<file path="src/rtl/logic_axi4_stream_packet_queue.sv">
// logic_axi4_stream_packet_queue: store-and-forward AXI4-Stream packet FIFO; define LOGIC_AXI4_STREAM_PACKET_QUEUE_DROP_EN to discard errored/oversize packets
package logic_pkg;
  typedef enum logic [1:0] {TARGET_GENERIC, TARGET_XILINX, TARGET_INTEL} target_e;
endpackage

module logic_axi4_stream_packet_queue #(
  parameter logic_pkg::target_e TARGET = logic_pkg::TARGET_GENERIC,
  parameter int TDATA_BYTES = 1,
  parameter int TDEST_WIDTH = 1,
  parameter int TUSER_WIDTH = 1,
  parameter int TID_WIDTH = 1,
  parameter bit USE_TKEEP = 1'b1,
  parameter bit USE_TSTRB = 1'b1,
  parameter int CAPACITY = 256,
  parameter int MAX_PACKETS = 16
) (
  input logic aclk,
  input logic areset_n,
  logic_axi4_stream_if.rx rx,
  logic_axi4_stream_if.tx tx
);
  localparam int PW = $clog2(CAPACITY);
  localparam int FW = $clog2(CAPACITY + 1);
  localparam int CW = $clog2(MAX_PACKETS + 1);
  typedef enum logic [1:0] {STORE, FORCE, DROP} state_e;
  typedef struct packed {
    logic [TUSER_WIDTH-1:0] tuser;
    logic [TDEST_WIDTH-1:0] tdest;
    logic [TID_WIDTH-1:0] tid;
    logic tlast;
    logic [TDATA_BYTES-1:0] tkeep;
    logic [TDATA_BYTES-1:0] tstrb;
    logic [TDATA_BYTES*8-1:0] tdata;
  } beat_t;
  state_e state_q, state_d;
  logic [PW-1:0] wr_ptr_q, wr_ptr_d, rd_ptr_q, rd_ptr_d, pkt_start_ptr_q, pkt_start_ptr_d;
  logic [FW-1:0] fill_q, fill_d;
  logic [CW-1:0] pkt_count_q, pkt_count_d;
  logic rx_ready_q, rx_ready_d;
  logic wr_fire, rd_fire, wr_en, bad_last, tx_valid;
  beat_t wr_beat, rd_beat;
`ifdef LOGIC_AXI4_STREAM_PACKET_QUEUE_DROP_EN
  logic [PW-1:0] part_len;
`endif
  assign wr_beat = {rx.tuser, rx.tdest, rx.tid, rx.tlast, rx.tkeep, rx.tstrb, rx.tdata};
  // beat storage with first-word fall-through read; vendor targets get a LUT-RAM hint since the read is asynchronous
  if (TARGET == logic_pkg::TARGET_GENERIC) begin : g_mem
    beat_t mem [CAPACITY];
    // write port
    always_ff @(posedge aclk) if (wr_en) mem[wr_ptr_q] <= wr_beat;
    assign rd_beat = mem[rd_ptr_q];
  end else begin : g_mem_lut
    (* ram_style = "distributed" *) beat_t mem [CAPACITY];
    // write port
    always_ff @(posedge aclk) if (wr_en) mem[wr_ptr_q] <= wr_beat;
    assign rd_beat = mem[rd_ptr_q];
  end
  assign rx.tready = rx_ready_q;
  assign tx.tvalid = tx_valid;
  assign tx.tdata = rd_beat.tdata;
  assign tx.tkeep = USE_TKEEP ? rd_beat.tkeep : '1;
  assign tx.tstrb = USE_TSTRB ? rd_beat.tstrb : '1;
  assign tx.tlast = rd_beat.tlast;
  assign tx.tid = rd_beat.tid;
  assign tx.tdest = rd_beat.tdest;
  assign tx.tuser = rd_beat.tuser;
  // pointer/fill/packet bookkeeping, store/force/drop FSM and next rx ready
  always_comb begin
    tx_valid = (pkt_count_q != '0 || state_q == FORCE) && fill_q != '0;
    wr_fire = rx.tvalid && rx_ready_q;
    rd_fire = tx_valid && tx.tready;
    bad_last = 1'b0;
`ifdef LOGIC_AXI4_STREAM_PACKET_QUEUE_DROP_EN
    part_len = wr_ptr_q - pkt_start_ptr_q;
    bad_last = wr_fire && rx.tlast && rx.tuser[0] && state_q == STORE;
`endif
    wr_en = wr_fire && state_q != DROP && !bad_last;
    state_d = state_q;
    wr_ptr_d = wr_ptr_q + PW'(wr_en);
    rd_ptr_d = rd_ptr_q + PW'(rd_fire);
    fill_d = fill_q + FW'(wr_en) - FW'(rd_fire);
    pkt_count_d = pkt_count_q + CW'(wr_en && rx.tlast) - CW'(rd_fire && rd_beat.tlast);
    pkt_start_ptr_d = wr_en && rx.tlast ? wr_ptr_q + 1'b1 : pkt_start_ptr_q;
`ifdef LOGIC_AXI4_STREAM_PACKET_QUEUE_DROP_EN
    if (bad_last) begin
      wr_ptr_d = pkt_start_ptr_q;
      fill_d = fill_q - FW'(part_len) - FW'(rd_fire);
    end
    if (state_q == STORE && fill_q == FW'(CAPACITY) && pkt_count_q == '0) begin
      state_d = DROP;
      wr_ptr_d = pkt_start_ptr_q;
      fill_d = '0;
    end
    if (state_q == DROP && wr_fire && rx.tlast) state_d = STORE;
`else
    if (state_q == STORE && fill_q == FW'(CAPACITY) && pkt_count_q == '0) state_d = FORCE;
    if (state_q == FORCE && rd_fire && rd_beat.tlast) state_d = STORE;
`endif
    rx_ready_d = state_d == DROP || (fill_d < FW'(CAPACITY) && pkt_count_d < CW'(MAX_PACKETS));
  end
  // state registers; reset discards everything stored
  always_ff @(posedge aclk) begin
    if (!areset_n) begin
      state_q <= STORE;
      wr_ptr_q <= '0;
      rd_ptr_q <= '0;
      pkt_start_ptr_q <= '0;
      fill_q <= '0;
      pkt_count_q <= '0;
      rx_ready_q <= 1'b0;
    end else begin
      state_q <= state_d;
      wr_ptr_q <= wr_ptr_d;
      rd_ptr_q <= rd_ptr_d;
      pkt_start_ptr_q <= pkt_start_ptr_d;
      fill_q <= fill_d;
      pkt_count_q <= pkt_count_d;
      rx_ready_q <= rx_ready_d;
    end
  end
endmodule
</file>
<file path="src/rtl/logic_axi4_stream_packet_queue_if.sv">
// logic_axi4_stream_if: AXI4-Stream bundle; rx modport is the sink side, tx modport the source side
interface logic_axi4_stream_if #(
  parameter int TDATA_BYTES = 1,
  parameter int TDEST_WIDTH = 1,
  parameter int TUSER_WIDTH = 1,
  parameter int TID_WIDTH = 1
);
  logic tvalid;
  logic tready;
  logic tlast;
  logic [TDATA_BYTES*8-1:0] tdata;
  logic [TDATA_BYTES-1:0] tkeep;
  logic [TDATA_BYTES-1:0] tstrb;
  logic [TID_WIDTH-1:0] tid;
  logic [TDEST_WIDTH-1:0] tdest;
  logic [TUSER_WIDTH-1:0] tuser;
  modport rx (input tvalid, tdata, tkeep, tstrb, tlast, tid, tdest, tuser, output tready);
  modport tx (output tvalid, tdata, tkeep, tstrb, tlast, tid, tdest, tuser, input tready);
endinterface

</file>
<file path="src/flat_wrapper.sv">
// flat-port wrapper written by rule: the top's interface ports become plain ports
module logic_axi4_stream_packet_queue_flat 
#(
  parameter logic_pkg::target_e TARGET = logic_pkg::TARGET_GENERIC,
  parameter int TDATA_BYTES = 1,
  parameter int TDEST_WIDTH = 1,
  parameter int TUSER_WIDTH = 1,
  parameter int TID_WIDTH = 1,
  parameter bit USE_TKEEP = 1'b1,
  parameter bit USE_TSTRB = 1'b1,
  parameter int CAPACITY = 256,
  parameter int MAX_PACKETS = 16
)
  (aclk, areset_n, rx_tvalid, rx_tdata, rx_tkeep, rx_tstrb, rx_tlast, rx_tid, rx_tdest, rx_tuser, rx_tready, tx_tvalid, tx_tdata, tx_tkeep, tx_tstrb, tx_tlast, tx_tid, tx_tdest, tx_tuser, tx_tready);
  logic_axi4_stream_if #(.TDATA_BYTES(TDATA_BYTES), .TDEST_WIDTH(TDEST_WIDTH), .TUSER_WIDTH(TUSER_WIDTH), .TID_WIDTH(TID_WIDTH)) rx_i ();
  logic_axi4_stream_if #(.TDATA_BYTES(TDATA_BYTES), .TDEST_WIDTH(TDEST_WIDTH), .TUSER_WIDTH(TUSER_WIDTH), .TID_WIDTH(TID_WIDTH)) tx_i ();
  input logic aclk;
  input logic areset_n;
  input wire logic [$bits(rx_i.tvalid)-1:0] rx_tvalid;
  input wire logic [$bits(rx_i.tdata)-1:0] rx_tdata;
  input wire logic [$bits(rx_i.tkeep)-1:0] rx_tkeep;
  input wire logic [$bits(rx_i.tstrb)-1:0] rx_tstrb;
  input wire logic [$bits(rx_i.tlast)-1:0] rx_tlast;
  input wire logic [$bits(rx_i.tid)-1:0] rx_tid;
  input wire logic [$bits(rx_i.tdest)-1:0] rx_tdest;
  input wire logic [$bits(rx_i.tuser)-1:0] rx_tuser;
  output wire logic [$bits(rx_i.tready)-1:0] rx_tready;
  output wire logic [$bits(tx_i.tvalid)-1:0] tx_tvalid;
  output wire logic [$bits(tx_i.tdata)-1:0] tx_tdata;
  output wire logic [$bits(tx_i.tkeep)-1:0] tx_tkeep;
  output wire logic [$bits(tx_i.tstrb)-1:0] tx_tstrb;
  output wire logic [$bits(tx_i.tlast)-1:0] tx_tlast;
  output wire logic [$bits(tx_i.tid)-1:0] tx_tid;
  output wire logic [$bits(tx_i.tdest)-1:0] tx_tdest;
  output wire logic [$bits(tx_i.tuser)-1:0] tx_tuser;
  input wire logic [$bits(tx_i.tready)-1:0] tx_tready;
  assign rx_i.tvalid = rx_tvalid;
  assign rx_i.tdata = rx_tdata;
  assign rx_i.tkeep = rx_tkeep;
  assign rx_i.tstrb = rx_tstrb;
  assign rx_i.tlast = rx_tlast;
  assign rx_i.tid = rx_tid;
  assign rx_i.tdest = rx_tdest;
  assign rx_i.tuser = rx_tuser;
  assign rx_tready = rx_i.tready;
  assign tx_tvalid = tx_i.tvalid;
  assign tx_tdata = tx_i.tdata;
  assign tx_tkeep = tx_i.tkeep;
  assign tx_tstrb = tx_i.tstrb;
  assign tx_tlast = tx_i.tlast;
  assign tx_tid = tx_i.tid;
  assign tx_tdest = tx_i.tdest;
  assign tx_tuser = tx_i.tuser;
  assign tx_i.tready = tx_tready;
  logic_axi4_stream_packet_queue #(.TARGET(TARGET), .TDATA_BYTES(TDATA_BYTES), .TDEST_WIDTH(TDEST_WIDTH), .TUSER_WIDTH(TUSER_WIDTH), .TID_WIDTH(TID_WIDTH), .USE_TKEEP(USE_TKEEP), .USE_TSTRB(USE_TSTRB), .CAPACITY(CAPACITY), .MAX_PACKETS(MAX_PACKETS)) u_core (.aclk(aclk), .areset_n(areset_n), .rx(rx_i), .tx(tx_i));
endmodule
</file>
<file path="config.mk">
export PLATFORM = sky130hd
export DESIGN_NAME = logic_axi4_stream_packet_queue_flat
export DESIGN_NICKNAME = d
export VERILOG_FILES = /design/src/rtl/logic_axi4_stream_packet_queue.sv /design/src/rtl/logic_axi4_stream_packet_queue_if.sv /design/src/flat_wrapper.sv
export SDC_FILE = /design/constraint.sdc
export NUM_CORES = 2
export LEC_CHECK = 0
export BUFFER_PORTS_ARGS = -buffer_cell sky130_fd_sc_hd__buf_4
export CAP_MARGIN = 20
export CORE_MARGIN = 2
export CORE_UTILIZATION = 50
export DETAILED_ROUTE_END_ITERATION = 10
export PLACE_DENSITY = 0.75
export SYNTH_ARGS = -nofsm -noshare
export SYNTH_HDL_FRONTEND = slang
export SYNTH_SLANG_ARGS = --single-unit
</file>
<file path="constraint.sdc">
create_clock -name aclk -period 3.85 [get_ports aclk]
set_input_delay 0.5775 -clock aclk [delete_from_list [all_inputs] [get_ports aclk]]
set_output_delay 0.5775 -clock aclk [all_outputs]
set_load 0.05 [all_outputs]
</file>
==> qor.yml <==
outcome: "finished with violations"
violations: "negative setup slack"
yosys.area.top_type: "edfxtp_1"
synthArstFlopShare: 0
synth-seq-area-share: 0.780
io_pins: 34
cts-root-buf: "clkbuf_16"
leakagePower_nw: 49.5
path_buf_inv: 6
fmax_mhz: 194
cp_max_fo: 8
endpoint_kind: "output pin"
slew_headroom: 0.266
slowest_stage: "mux4_2"
port_buffers: 33
seqCellArea_um2: 108000
wl_um: 378000
holdWs_ns: 0.140
area_delta_synth_final_pct: 16.6
slowest_delay_ns: 0.66
synth_ff_type: "edfxtp_1"
powerDensity_nw_per_um2: 615
viasPerCell: 6.61
wire_per_inst_um: 36.3
setup_slack_ns: -1.31
hold_depth: 2
synth-edff-count: 3584
met2WireLength_um: 188000
hpwl_um: 198000
r2r_slack_ns: -1.09
worstMarginPinSlew_ns: 1.10
syn_nets: 5730
clockBufferDepth: 4
layout-drive-gt1-share: 0.360
crit_type: "flip-flop to output pin"
cp.depth: 11
setup_viol_count_final: 20
startpoint: "u_core.rd_ptr_q[0]$_SDFF_PN0_"
ys_types: 47
finalSetupTns_ns: -21.62
hold_start: "areset_n"
gp_congestion: 0.829
drtPass1Iterations: 7
finClkSkew_ns: 0.118
cp.arrival_ns: 4.58
fin_util: 0.585
nNetsFinal: 6463
grt_pass1_vias: 68663
multi_input_area_um2: 29600
grt_max_degree: 133
clock_sinks: 3617
vias: 68819
placed_cells: 9639
max_cap_violations: 0
ys_warn_count: 0
crit_chain: "buf_12 > buf_16 > bufbuf_16 > buf_8 > mux4_2 > mux4_2 > mux4_2 > a22oi_2 > buf_6 > nand2_4 > buf_8"
grt_usage: 0.265
wl_met1_um: 130000
grt_first_pass_wirelength_um: 526000
clk_pin_slew_ns: 0.06
die-width_um: 531
overflow: 0
yosys_register_bits: 3617
initial_core_util: 0.502
synth_top_area_share: 0.775
cts_buffers: 359
yosys-top-cells-area: "edfxtp_1 (78%), mux4_2 (19%), nor2_1 (0.75%), dfxtp_1 (0.48%), clkbuf_1 (0.40%)"
synthTopCellsByCount: "edfxtp_1 (3584), mux4_2 (1153), nor2_1 (276)"
slew_violations: 0
chipHeight_um: 531
synthCells: 5688
finalCriticalPeriod_ns: 5.16
dr_wl_met3_um: 42400
synth_most_common_cell: "edfxtp_1"
start_kind: "flip-flop"
cts_hold_buf: 0
row_count: 193
min_path_type: "primary input to flip-flop"
crit_family: "multiplexers"
top_layer: "met5"
syn_avg_cell_area_um2: 24.4
stdcell_count: 10417
ir_drop_mv: 0.408
drt_iter0_drc: 10979
antenna_found_initial: 12
pre_cts_slack_ns: -1.64
cts_htree_levels: 5
rsz0062_at_grt: "true"
critical_path_required_ns: 3.27
core-area_um2: 276000
period_share: 1.34
die_area_um2: 282000
syn_area_um2: 139000
fillCellCount: 18251
cts_tree: "yes"
rr_startpoint: "u_core.rd_ptr_q[0]$_SDFF_PN0_"
drcViolationCount: 0
hold_viol: 0
worstRegToRegCells: 26
cpMostUsedCell: "mux4_2"
clock_latency_ns: 0.93
postRouteAntennaNets: 0
## per-layer routing
layer	GRT usage	vias up
met2	0.434	5412
met1	0.350	36581
met3	0.0556	851
met5	0	-
met4	0.109	6
li1	-	25969
## worst reg2reg max path, stage by stage, from the launching register on
cell,delay [ns]
dfxtp_4,0.40
buf_12,0.11
buf_12,0.10
buf_8,0.09
buf_6,0.10
mux4_2,0.54
a22o_4,0.26
a221oi_4,0.26
a221oi_2,0.15
nor4_4,0.46
buf_4,0.23
a21oi_4,0.04
mux2i_4,0.26
buf_6,0.17
nor2_4,0.05
ha_4,0.22
inv_4,0.07
ha_4,0.15
inv_2,0.04
fa_2,0.37
inv_2,0.08
a21oi_2,0.05
nor2_1,0.12
nor2_1,0.07
xnor2_1,0.20
nand2_1,0.10
o2bb2ai_1,0.16
## timing repair
item                                    in CTS  in global routing
resized for setup                          187                 49
setup buffers                               42                 43
endpoints found under the setup margin      21                 22
pin swaps                                   28                 20
gates cloned                                31                 13
## cells in the final DEF, fill, tap and decap left out, types with 12 or more instances in the layout
cell type,Yosys,layout
edfxtp_1,3584,3584
mux4_2,1153,1153
buf_4,7,487
clkbuf_16,0,378
nor2_1,276,275
clkinv_1,0,79
clkbuf_1,149,78
buf_12,0,70
clkinv_2,0,44
buf_16,0,44
bufinv_16,0,35
buf_6,3,33
nand2_1,44,32
and2_1,30,29
dfxtp_1,33,27
a22oi_2,0,26
buf_8,0,24
mux2i_1,24,22
nor2b_1,20,20
ha_1,22,20
inv_1,23,19
nand3_1,28,19
clkinvlp_4,0,14
clkbuf_8,0,12
## state kept, by name, summed over array words and instances (netlist names)
| register | flops |
|---|---|
| u_core.pkt_count_q | 5 |
| u_core.rx.tready | 1 |
| u_core.rd_ptr_q | 8 |
| u_core.state_q | 2 |
| u_core.g_mem.mem | 3584 |
| u_core.fill_q | 9 |
| u_core.wr_ptr_q | 8 |
## per-stage QoR
stage | cell area [um^2] | total power, mW
final | 162000 | 99.5
after global routing | 162000 | 102
after CTS | 161000 | 98.3
after detailed placement | 147000 | 61.4
after global placement | 147000 | 61.2
after floorplan | 139000 | 56.0
## area by class of cell
class | instances | share of cell area
Clock inverter | 199 | 0.0128
Tap cell | 3705 | 0.0286
Inverter | 23 | 0.000549
Clock buffer | 443 | 0.0582
Antenna cell | 10 | 0.000155
Sequential cell | 3617 | 0.669
Multi-Input combinational cell | 1729 | 0.183
Timing Repair Buffer | 691 | 0.0479
## power breakdown
part / total, mW / switching [mW] / internal, mW
Combinational: 21.2 / 10.0 / 11.2
Clock: 34.9 / 15.1 / 19.8
Sequential: 43.4 / 0.0882 / 43.4
## cells by family after synthesis
group	count (synthesis)	synth area share
AND/OR/NAND/NOR	423	0.0131
AO/OA/AOI/OAI	81	0.00414
flip-flops	3617	0.780
multiplexers	1179	0.189
adder cells (fa/ha/maj)	24	0.00227
XOR/XNOR	22	0.00139
buffers and inverters	342	0.0105
## path summary, 6_finish.rpt
kind,endpoint
worst max-delay path,tx_tuser
worst min-delay path,u_core.rd_ptr_q[2]$_SDFF_PN0_
worst max register to register,u_core.rx.tready$_SDFF_PN0_
worst min register to register,u_core.rd_ptr_q[5]$_SDFF_PN0_
Power figures use the tool's default switching activity.
